===== src/rtl/uart_baud_pkg.sv =====
// Shared baud-rate constants and the divisor function for the UART baud generator.
// Indices 6 and 7 are invalid and fall back to the 115200 entry.
package uart_baud_pkg;

  localparam logic [2:0] BAUD_1200   = 3'd0;
  localparam logic [2:0] BAUD_9600   = 3'd1;
  localparam logic [2:0] BAUD_19200  = 3'd2;
  localparam logic [2:0] BAUD_38400  = 3'd3;
  localparam logic [2:0] BAUD_57600  = 3'd4;
  localparam logic [2:0] BAUD_115200 = 3'd5;

  localparam int unsigned BAUD_RATE [0:7] = '{
    1200, 9600, 19200, 38400, 57600, 115200, 115200, 115200
  };

  function automatic logic sel_valid(input logic [2:0] sel);
    return (sel <= BAUD_115200);
  endfunction

  // Divisor rounded to the nearest integer clock count per bit.
  function automatic int unsigned baud_div(input logic [2:0] sel, input int unsigned clk_hz);
    int unsigned baud;
    baud = BAUD_RATE[sel];
    return (clk_hz + baud / 2) / baud;
  endfunction

endpackage


===== src/rtl/uart_baud_chan.sv =====
// One baud channel: latches its divisor on enable rise, counts, and emits a
// registered tick at a compare point (midpoint when MIDPOINT=1, else period end).
module uart_baud_chan
  import uart_baud_pkg::*;
#(
  parameter int unsigned CLK_HZ   = 50_000_000,
  parameter int unsigned CNT_W    = 16,
  parameter bit          MIDPOINT = 1'b0
) (
  input  logic       clk,
  input  logic       rst,
  input  logic       en_i,
  input  logic [2:0] sel_i,
  output logic       tick_o,
  output logic       start_o
);

  localparam logic [CNT_W-1:0] DIV_LUT [0:7] = '{
    CNT_W'(baud_div(3'd0, CLK_HZ)), CNT_W'(baud_div(3'd1, CLK_HZ)),
    CNT_W'(baud_div(3'd2, CLK_HZ)), CNT_W'(baud_div(3'd3, CLK_HZ)),
    CNT_W'(baud_div(3'd4, CLK_HZ)), CNT_W'(baud_div(3'd5, CLK_HZ)),
    CNT_W'(baud_div(3'd6, CLK_HZ)), CNT_W'(baud_div(3'd7, CLK_HZ))
  };
  localparam logic [CNT_W-1:0] DIV_RST = CNT_W'(baud_div(BAUD_115200, CLK_HZ));
  localparam logic [CNT_W-1:0] ONE     = CNT_W'(1);

  logic             en_q;
  logic [CNT_W-1:0] cnt_q, cnt_d;
  logic [CNT_W-1:0] div_q, div_d;
  logic [CNT_W-1:0] cmp;
  logic             tick_q, tick_d;

  assign start_o = en_i & ~en_q;
  assign cmp     = MIDPOINT ? (div_q >> 1) : (div_q - ONE);

  // The rise edge itself counts as the first counting edge, so cnt equals the edge index.
  always_comb begin
    cnt_d  = cnt_q;
    div_d  = div_q;
    tick_d = 1'b0;
    if (!en_i) begin
      cnt_d = '0;
    end else if (start_o) begin
      div_d = DIV_LUT[sel_i];
      cnt_d = ONE;
    end else begin
      cnt_d  = (cnt_q == div_q - ONE) ? '0 : cnt_q + ONE;
      tick_d = (cnt_q == cmp);
    end
  end

  always_ff @(posedge clk or posedge rst) begin
    if (rst) begin
      en_q   <= 1'b0;
      cnt_q  <= '0;
      div_q  <= DIV_RST;
      tick_q <= 1'b0;
    end else begin
      en_q   <= en_i;
      cnt_q  <= cnt_d;
      div_q  <= div_d;
      tick_q <= tick_d;
    end
  end

  assign tick_o = tick_q;

endmodule


===== src/rtl/uart_baud_gen.sv =====
// UART baud generator top: independent TX (bit boundary) and RX (bit midpoint) channels.
// Optional RX 16x oversample tick enabled by defining UART_OVERSAMPLE_EN.
module uart_baud_gen
  import uart_baud_pkg::*;
#(
  parameter int unsigned CLK_HZ = 50_000_000,
  parameter int unsigned CNT_W  = 16
) (
  input  logic       clk,
  input  logic       rst,
  input  logic [2:0] baud_sel,
  input  logic       tx_en,
  input  logic       rx_en,
  output logic       tx_tick,
  output logic       rx_tick,
  output logic       os_tick,
  output logic       sel_err
);

  localparam int unsigned MAX_DIV = baud_div(BAUD_1200, CLK_HZ);

  if (longint'(MAX_DIV) >= (longint'(1) << CNT_W)) begin : g_cnt_w_check
    $error("CNT_W too small for the largest baud divisor");
  end

  logic tx_start, rx_start;
  logic sel_err_q, sel_err_d;

  uart_baud_chan #(.CLK_HZ(CLK_HZ), .CNT_W(CNT_W), .MIDPOINT(1'b0)) u_tx (
    .clk(clk), .rst(rst), .en_i(tx_en), .sel_i(baud_sel),
    .tick_o(tx_tick), .start_o(tx_start)
  );

  uart_baud_chan #(.CLK_HZ(CLK_HZ), .CNT_W(CNT_W), .MIDPOINT(1'b1)) u_rx (
    .clk(clk), .rst(rst), .en_i(rx_en), .sel_i(baud_sel),
    .tick_o(rx_tick), .start_o(rx_start)
  );

  // Both channels sample the same baud_sel on a given edge, so one flag covers both.
  always_comb begin
    sel_err_d = sel_err_q;
    if (tx_start || rx_start) begin
      sel_err_d = ~sel_valid(baud_sel);
    end
  end

  always_ff @(posedge clk or posedge rst) begin
    if (rst) begin
      sel_err_q <= 1'b0;
    end else begin
      sel_err_q <= sel_err_d;
    end
  end

  assign sel_err = sel_err_q;

`ifdef UART_OVERSAMPLE_EN
  localparam logic [CNT_W-1:0] OS_LUT [0:7] = '{
    CNT_W'(baud_div(3'd0, CLK_HZ) / 16), CNT_W'(baud_div(3'd1, CLK_HZ) / 16),
    CNT_W'(baud_div(3'd2, CLK_HZ) / 16), CNT_W'(baud_div(3'd3, CLK_HZ) / 16),
    CNT_W'(baud_div(3'd4, CLK_HZ) / 16), CNT_W'(baud_div(3'd5, CLK_HZ) / 16),
    CNT_W'(baud_div(3'd6, CLK_HZ) / 16), CNT_W'(baud_div(3'd7, CLK_HZ) / 16)
  };
  localparam logic [CNT_W-1:0] OS_RST = CNT_W'(baud_div(BAUD_115200, CLK_HZ) / 16);
  localparam logic [CNT_W-1:0] OS_ONE = CNT_W'(1);

  logic [CNT_W-1:0] os_cnt_q, os_cnt_d;
  logic [CNT_W-1:0] os_div_q, os_div_d;
  logic             os_tick_q, os_tick_d;

  // Oversample divisor is latched alongside the RX divisor so both restart in phase.
  always_comb begin
    os_cnt_d  = os_cnt_q;
    os_div_d  = os_div_q;
    os_tick_d = 1'b0;
    if (!rx_en) begin
      os_cnt_d = '0;
    end else if (rx_start) begin
      os_div_d = OS_LUT[baud_sel];
      os_cnt_d = OS_ONE;
    end else begin
      os_cnt_d  = (os_cnt_q == os_div_q - OS_ONE) ? '0 : os_cnt_q + OS_ONE;
      os_tick_d = (os_cnt_q == os_div_q - OS_ONE);
    end
  end

  always_ff @(posedge clk or posedge rst) begin
    if (rst) begin
      os_cnt_q  <= '0;
      os_div_q  <= OS_RST;
      os_tick_q <= 1'b0;
    end else begin
      os_cnt_q  <= os_cnt_d;
      os_div_q  <= os_div_d;
      os_tick_q <= os_tick_d;
    end
  end

  assign os_tick = os_tick_q;
`else
  assign os_tick = 1'b0;
`endif

endmodule


===== config.mk =====
export PLATFORM = sky130hd
export DESIGN_NAME = uart_baud_gen
export DESIGN_NICKNAME = d
export VERILOG_FILES = /design/src/rtl/uart_baud_pkg.sv /design/src/rtl/uart_baud_chan.sv /design/src/rtl/uart_baud_gen.sv
export SDC_FILE = /design/constraint.sdc
export NUM_CORES = 1
export LEC_CHECK = 0
export BUFFER_PORTS_ARGS = -buffer_cell sky130_fd_sc_hd__buf_2
export CORE_MARGIN = 8
export CORE_UTILIZATION = 25
export CTS_CLUSTER_DIAMETER = 40
export DETAILED_ROUTE_END_ITERATION = 7
export HOLD_SLACK_MARGIN = 0.03
export SLEW_MARGIN = 20
export SYNTH_ARGS = -nofsm -noshare
export SYNTH_HDL_FRONTEND = slang
export SYNTH_SLANG_ARGS = --single-unit

===== constraint.sdc =====
create_clock -name clk -period 5.9 [get_ports clk]
set_input_delay 1.18 -clock clk [delete_from_list [all_inputs] [get_ports clk]]
set_output_delay 1.18 -clock clk [all_outputs]
set_load 0.01 [all_outputs]

==> results of run 1 <==
-- cell usage in the layout, fill, tap and decap left out, drive strengths merged, types with 2 or more instances in the layout --
| cell | n |
|---|---|
| nand2b | 4 |
| a41oi | 2 |
| nor2 | 30 |
| or4 | 4 |
| clkbuf | 13 |
| and3 | 7 |
| or4b | 2 |
| o31ai | 2 |
| or3 | 7 |
| o21ai | 31 |
| a211oi | 2 |
| o211ai | 2 |
| a31oi | 4 |
| nor3b | 3 |
| dfstp | 10 |
| a21boi | 3 |
| xor2 | 41 |
| nor4 | 12 |
| ha | 9 |
| mux2i | 4 |
| nor3 | 23 |
| nand3 | 23 |
| nor2b | 6 |
| buf | 10 |
| xnor2 | 33 |
| nor4b | 4 |
| a21oi | 5 |
| o311ai | 2 |
| inv | 14 |
| or2 | 4 |
| and3b | 2 |
| nand4 | 4 |
| nand2 | 52 |
| dfrtp | 53 |
-- cells in the mapped netlist (all sizes together), types with 9 or more instances --
master / instances
clkbuf: 24
dfrtp: 53
dfstp: 10
ha: 9
inv: 14
nand2: 52
nand3: 23
nor2: 30
nor3: 23
nor4: 12
o21ai: 31
xnor2: 33
xor2: 41
-- power by group through the flow --
stage / clock (mW) / combinational (mW) / sequential, mW
6_report: 0.523 / 0.199 / 0.515
4_1_cts: 0.535 / 0.200 / 0.514
2_1_floorplan: 0 / 0.183 / 0.492
5_1_grt: 0.553 / 0.225 / 0.521
3_5_place_dp: 0 / 0.199 / 0.521
3_3_place_gp: 0 / 0.193 / 0.520
-- worst max-delay path by stage --
stage | startpoint | to | slack [ps] | cells past startpoint
after CTS | u_tx.div_q[13] | u_tx.tick_o | 2640 | 8
after global placement | u_tx.div_q[13] | u_tx.tick_o | 2790 | 8
after floorplan | u_tx.div_q[13] | u_tx.cnt_q[11] | 3120 | 10
after detailed placement | u_tx.div_q[13] | u_tx.cnt_q[4] | 2630 | 8
final | u_tx.div_q[13] | u_tx.tick_o | 2660 | 8
after global routing | u_tx.div_q[13] | u_tx.tick_o | 2390 | 8
-- routing by layer --
layer	up-vias	global-route usage, %	share of wire (%)
met5	-	0	0
met4	0	5.369	2.5
met3	15	1.169	2.7
met2	45	14.84	48
met1	1467	11.56	46
li1	1540	-	-
-- sequential cells by signal, summed over array words and instances (netlist names) --
name / count
u_rx.en_q: 1
u_tx.tick_o: 1
u_rx.tick_o: 1
u_tx.cnt_q: 16
u_rx.cnt_q: 16
u_tx.div_q: 13
u_rx.div_q: 13
sel_err: 1
u_tx.en_q: 1
-- cells by family (layout without fill, tap and decap cells) --
group	count (synthesis)	after routing	share of synthesized area (%)
other cells	1	1	0.09302
xor+xnor	75	75	16.64
fa+ha+maj	9	9	2.793
compound gates	63	63	10.46
buf+inv	45	40	4.842
simple gates	190	190	24.49
flops	63	63	39.42
mux	5	5	1.273
-- critical path, delay by kind of cell, from the launching register on --
family / cells / cell delay (ps)
and+or+nand+nor: 4 / 2030
DFF: 1 / 450
adders and majority gates: 1 / 220
AOI/OAI and AO/OA: 1 / 190
xor gates and xnor gates: 1 / 170
buffers and inverters: 1 / 90
-- final cells by class --
cell class	instances	area, um2
Fill cell	1657	11320
Sequential cell	63	1589
Timing Repair Buffer	10	52.55
Clock inverter	3	42.54
Inverter	14	52.55
Multi-Input combinational cell	343	2247
Clock buffer	13	250.2
Tap cell	216	270.3
-- stage by stage --
stage | power, mW | std cells | util, % | setup WS (ps)
after floorplan | 0.6754 | 451 | - | 3124
after global placement | 0.7134 | 646 | 26.61 | 2789
after detailed placement | 0.7200 | 646 | 26.61 | 2633
after CTS | 1.249 | 662 | 28.46 | 2639
after global routing | 1.298 | 662 | 28.46 | 2386
final | 1.237 | 662 | 28.46 | 2663
==> results.ini, run 1 <==
[synthesis]
ys_types = 56
ys_seq_area_share_pct = 39.42
synth-async-reset-ratio_pct = 100.0
synthCells = 451
yosys.area.top_type = dfrtp_1
syn_area_um2 = 4031
synth_nets = 467
synth_edf_count = 0
yosys_warnings = 0
ys_ff_latch = 63
avgSynthCellArea_um2 = 8.939
synth_top_area_share_pct = 32.90
yosys-top-cells-area = dfrtp_1, xor2_1, xnor2_1, dfstp_2, nand2_1
synth_top_flop_cell = dfrtp_1

[worst_setup_path]
r2r-start = u_tx.div_q[13]
arrival_ps = 3490
crit_path_start_kind = register
critPathRequiredTime_ps = 6150
critPathKind = reg2reg
worstSetupEndpointType = register
cpPeakStageDelay_ps = 800
worstReg2RegEnd = u_tx.tick_o
crit_chain = inv_1 > ha_1 > or4b_2 > nor4_1 > xnor2_1 > o21ai_0 > nor4_4 > nor2b_1
rrSetupSlack_ps = 2660
cp_slowest_cell = nor4_4
r2r_cells = 8
crit_fanout = 16

[layout]
fin_nets = 457
drive_gt1_share_pct = 10.54
diodes = 0
design_area_um2 = 4504
area_delta_synth_final_pct = 11.73

[placement]
hpwl_um = 6363
placed_area_um2 = 4212
routabilityCongestion = 0.8363
portBuffers = 9

[drt]
vias_per_cell = 4.633
drc = 0
drtPass1Iterations = 4
finalWirelength_um = 8752
num_vias = 3067
detail_route.wl_per_cell_um = 13.22
ant_nets = 0
dr.first_iter.drc_count = 215

[power]
switching_share_pct = 28.04
p_leak_nw = 1.871
clockPowerShare_pct = 42.3
p_comb_share_pct = 16.1
p_int_uw = 889.9
seqPwrFrac_pct = 41.6
irDropWorstVdd_uv = 142.0
power_density_nw_per_um2 = 274.5
switchingPower_uw = 346.7

[cts]
worstSkewPairLatency_ps = 330
numCtsBuffers = 9
cts_tree = yes
cts.sinks = 63
post_cts_buffers = 0
clockRootBuffer = clkbuf_16
cts.path.max_buffers = 2
post_cts_resize_count = 0
cts_max_level = 3
clk_pin_slew_ps = 50
cts_hold_repair.buffers = 0

[timing]
rsz0062_at_grt = no
fmax_mhz = 308.9
drv_slew = 0
hold_slack_ps = 499.1
finalCritPeriodShare_pct = 54.87
fin_tns_setup_ps = 0
finalHoldViolCount = 0
period_needed_ps = 3237
skew_ps = 8.227
slew_headroom_pct = 39.96
tightest_slew_ps = 900.6
setup_viol = 0

[global_routing]
first_global_vias = 3028
grt_start_max_net_pins = 64
grt_util_all_layers_pct = 9.194
grt_antenna_before_repair = 0
grt_pass1_wl_um = 15050
grt-ovfl-total = 0

[die]
core-area_um2 = 15830
die_area_um2 = 20440
die_width_um = 143.0
rows = 46
die_h_um = 143.0
start_util_pct = 25.47
pin_count = 11

[status]
status = finished, final reports clean

[hold_path]
worstHoldEndpoint = u_tx.div_q[1]
hold_class = reg2reg
min_path_cells = 2
hp-start = u_tx.div_q[1]

[flow_run]
drv_cap = 0

Note: power is estimated with default switching activity, not from simulation.
==> run 2: changes to the inputs <==
Settings changed: ABC_AREA set to 1.
Clock period 5.9 ns to 2.8 ns, I/O delays scaled along.
==> results.ini, run 2 <==
[drt]
num_vias = 3677
drc = 0
drtPass1Iterations = 6
dr.first_iter.drc_count = 206
ant_nets = 0
vias_per_cell = 4.419
finalWirelength_um = 10150
detail_route.wl_per_cell_um = 12.20

[timing]
period_needed_ps = 2358
slew_headroom_pct = 60.91
finalHoldViolCount = 0
drv_slew = 0
finalCritPeriodShare_pct = 84.21
fmax_mhz = 424.1
hold_slack_ps = 281.3
layout_setup_ws_ps = 442.1
skew_ps = 4.820
rsz0062_at_grt = no
fin_tns_setup_ps = 0
setup_viol = 0
tightest_slew_ps = 585.5

[global_routing]
grt_start_max_net_pins = 27
grt-ovfl-total = 0
first_global_vias = 3609
grt_pass1_wl_um = 17790
grt_util_all_layers_pct = 9.932
grt_antenna_before_repair = 0

[synthesis]
syn_area_um2 = 4249
synth-async-reset-ratio_pct = 100.0
yosys-top-cells-area = dfrtp_1, nand2_1, nor2_1, xor2_1, inv_1
ys_ff_latch = 63
yosys.area.top_type = dfrtp_1
synthCells = 594
ys_types = 37
yosys_warnings = 0
synth_top_flop_cell = dfrtp_1
ys_seq_area_share_pct = 37.40
yosys-top-cells-count = nand2_1, nor2_1, inv_1, dfrtp_1, nand3_1
yosys.cell_count.top_type = nand2_1
synth_top_area_share_pct = 31.21
synth_nets = 610
synth_edf_count = 0
avgSynthCellArea_um2 = 7.153

[die]
rows = 47
die_h_um = 146.4
pin_count = 11
die_width_um = 146.4
die_area_um2 = 21420
start_util_pct = 25.62
core-area_um2 = 16580

[placement]
routabilityCongestion = 0.8987
place_ws_ps = 493.9
placed_cells = 817
hpwl_um = 7917
portBuffers = 9

[worst_setup_path]
arrival_ps = 2570
critPathRequiredTime_ps = 3010
crit_top_cell = nand2_1
worstSetupEndpointType = register
cpPeakStageDelay_ps = 430
cp_slowest_cell = dfrtp_1
crit_chain = inv_2 > ha_1 > inv_1 > nor2_1 > nand2_1 > nor2_2 > nand2_1 > nand2_1 > nand2_1 > nor2_1 > nand2_1 > nor2_1 > nand3_2 > nand2_4 > nor2_1
crit_path_start_kind = register
critPathKind = reg2reg
crit_fanout = 15

[cts]
post_cts_buffers = 0
cts.sinks = 63
post_cts_resize_count = 0
cts_max_level = 3
cts_tree = yes
numCtsBuffers = 9
cts_hold_repair.buffers = 0
cts.path.max_buffers = 2
worstSkewPairLatency_ps = 330
clk_pin_slew_ps = 50
clockRootBuffer = clkbuf_16

[layout]
drive_gt1_share_pct = 10.62
post_layout_nonfiller_instances = 832
fin_nets = 624
diodes = 0
mostFrequentLayoutCell = nand2_1
layout_common_cells = nand2_1, nor2_1, inv_1, dfrtp_1, nand3_1
reg_top3 = u_rx.cnt_q (16), u_tx.cnt_q (16)
area_delta_synth_final_pct = 13.31

[hold_path]
hold_class = in2async

[power]
power_density_nw_per_um2 = 534.5
irDropWorstVdd_uv = 312.2
p_leak_nw = 2.181

[flow_run]
drv_cap = 0

[status]
status = finished, final reports clean

-- run 2: final cells by class --
cell class | count | area [um2]
inverters | 84 | 315.3
repair buffers | 13 | 75.07
clock inverters | 3 | 17.52
clock buffers | 12 | 266.5
multi-input cells | 437 | 2276
well taps | 220 | 275.3
flip-flops and latches | 63 | 1589
fillers | 1854 | 11770
-- run 2: path summary, 6_finish.rpt --
kind	slack [ps]	endpoint	cells after the start	from
setup / recovery	440	u_rx.cnt_q[13]	15	u_rx.div_q[13]
hold / removal	280	sel_err	2	rst
setup reg to reg	440	u_rx.cnt_q[13]	15	u_rx.div_q[13]
hold reg to reg	520	u_tx.div_q[1]	2	u_tx.div_q[1]
max in group asynchronous	1780	u_rx.div_q[1]	3	rst
min in group clk	360	u_tx.en_q	1	tx_en
-- run 2: cell families (layout without fill, tap and decap cells) --
family	count (synthesis)	count (layout)	share of synthesized area (%)
xor+xnor	45	45	9.275
compound gates	49	49	6.508
buf+inv	94	112	9.040
simple gates	333	333	35.04
fa+ha+maj	9	9	2.650
flops	63	63	37.40
other cells	1	1	0.08825
-- run 2: critical path: cells and delay by family (launching register included) --
kind / cells / cell delay, ps
fa+ha+maj: 1 / 200
simple gates: 12 / 1330
flops: 1 / 430
buf+inv: 2 / 260
-- run 2: layer usage --
layer	routed length [um]	track usage, %	share of wire [%]	vias to the layer above
li1	-	-	-	1899
met1	5154	13.50	51	1706
met2	4553	15.53	45	55
met3	232	1.051	2.3	17
met4	212	4.534	2.1	0
met5	0	0	0	-
-- run 2: where the power goes --
| group | switching (mW) | internal [mW] |
|---|---|---|
| Clock | 0.396 | 0.663 |
| Combinational | 0.297 | 0.158 |
| Sequential | 0.0777 | 0.982 |
| Total | 0.771 | 1.80 |
-- run 2: per-stage QoR --
step	cell area [um2]	util [%]	power, mW
after floorplan	4249	-	1.420
after global routing	4815	29.03	2.718
final	4815	29.03	2.574
after global placement	4531	27.32	1.528
after detailed placement	4531	27.32	1.527
after CTS	4815	29.03	2.594
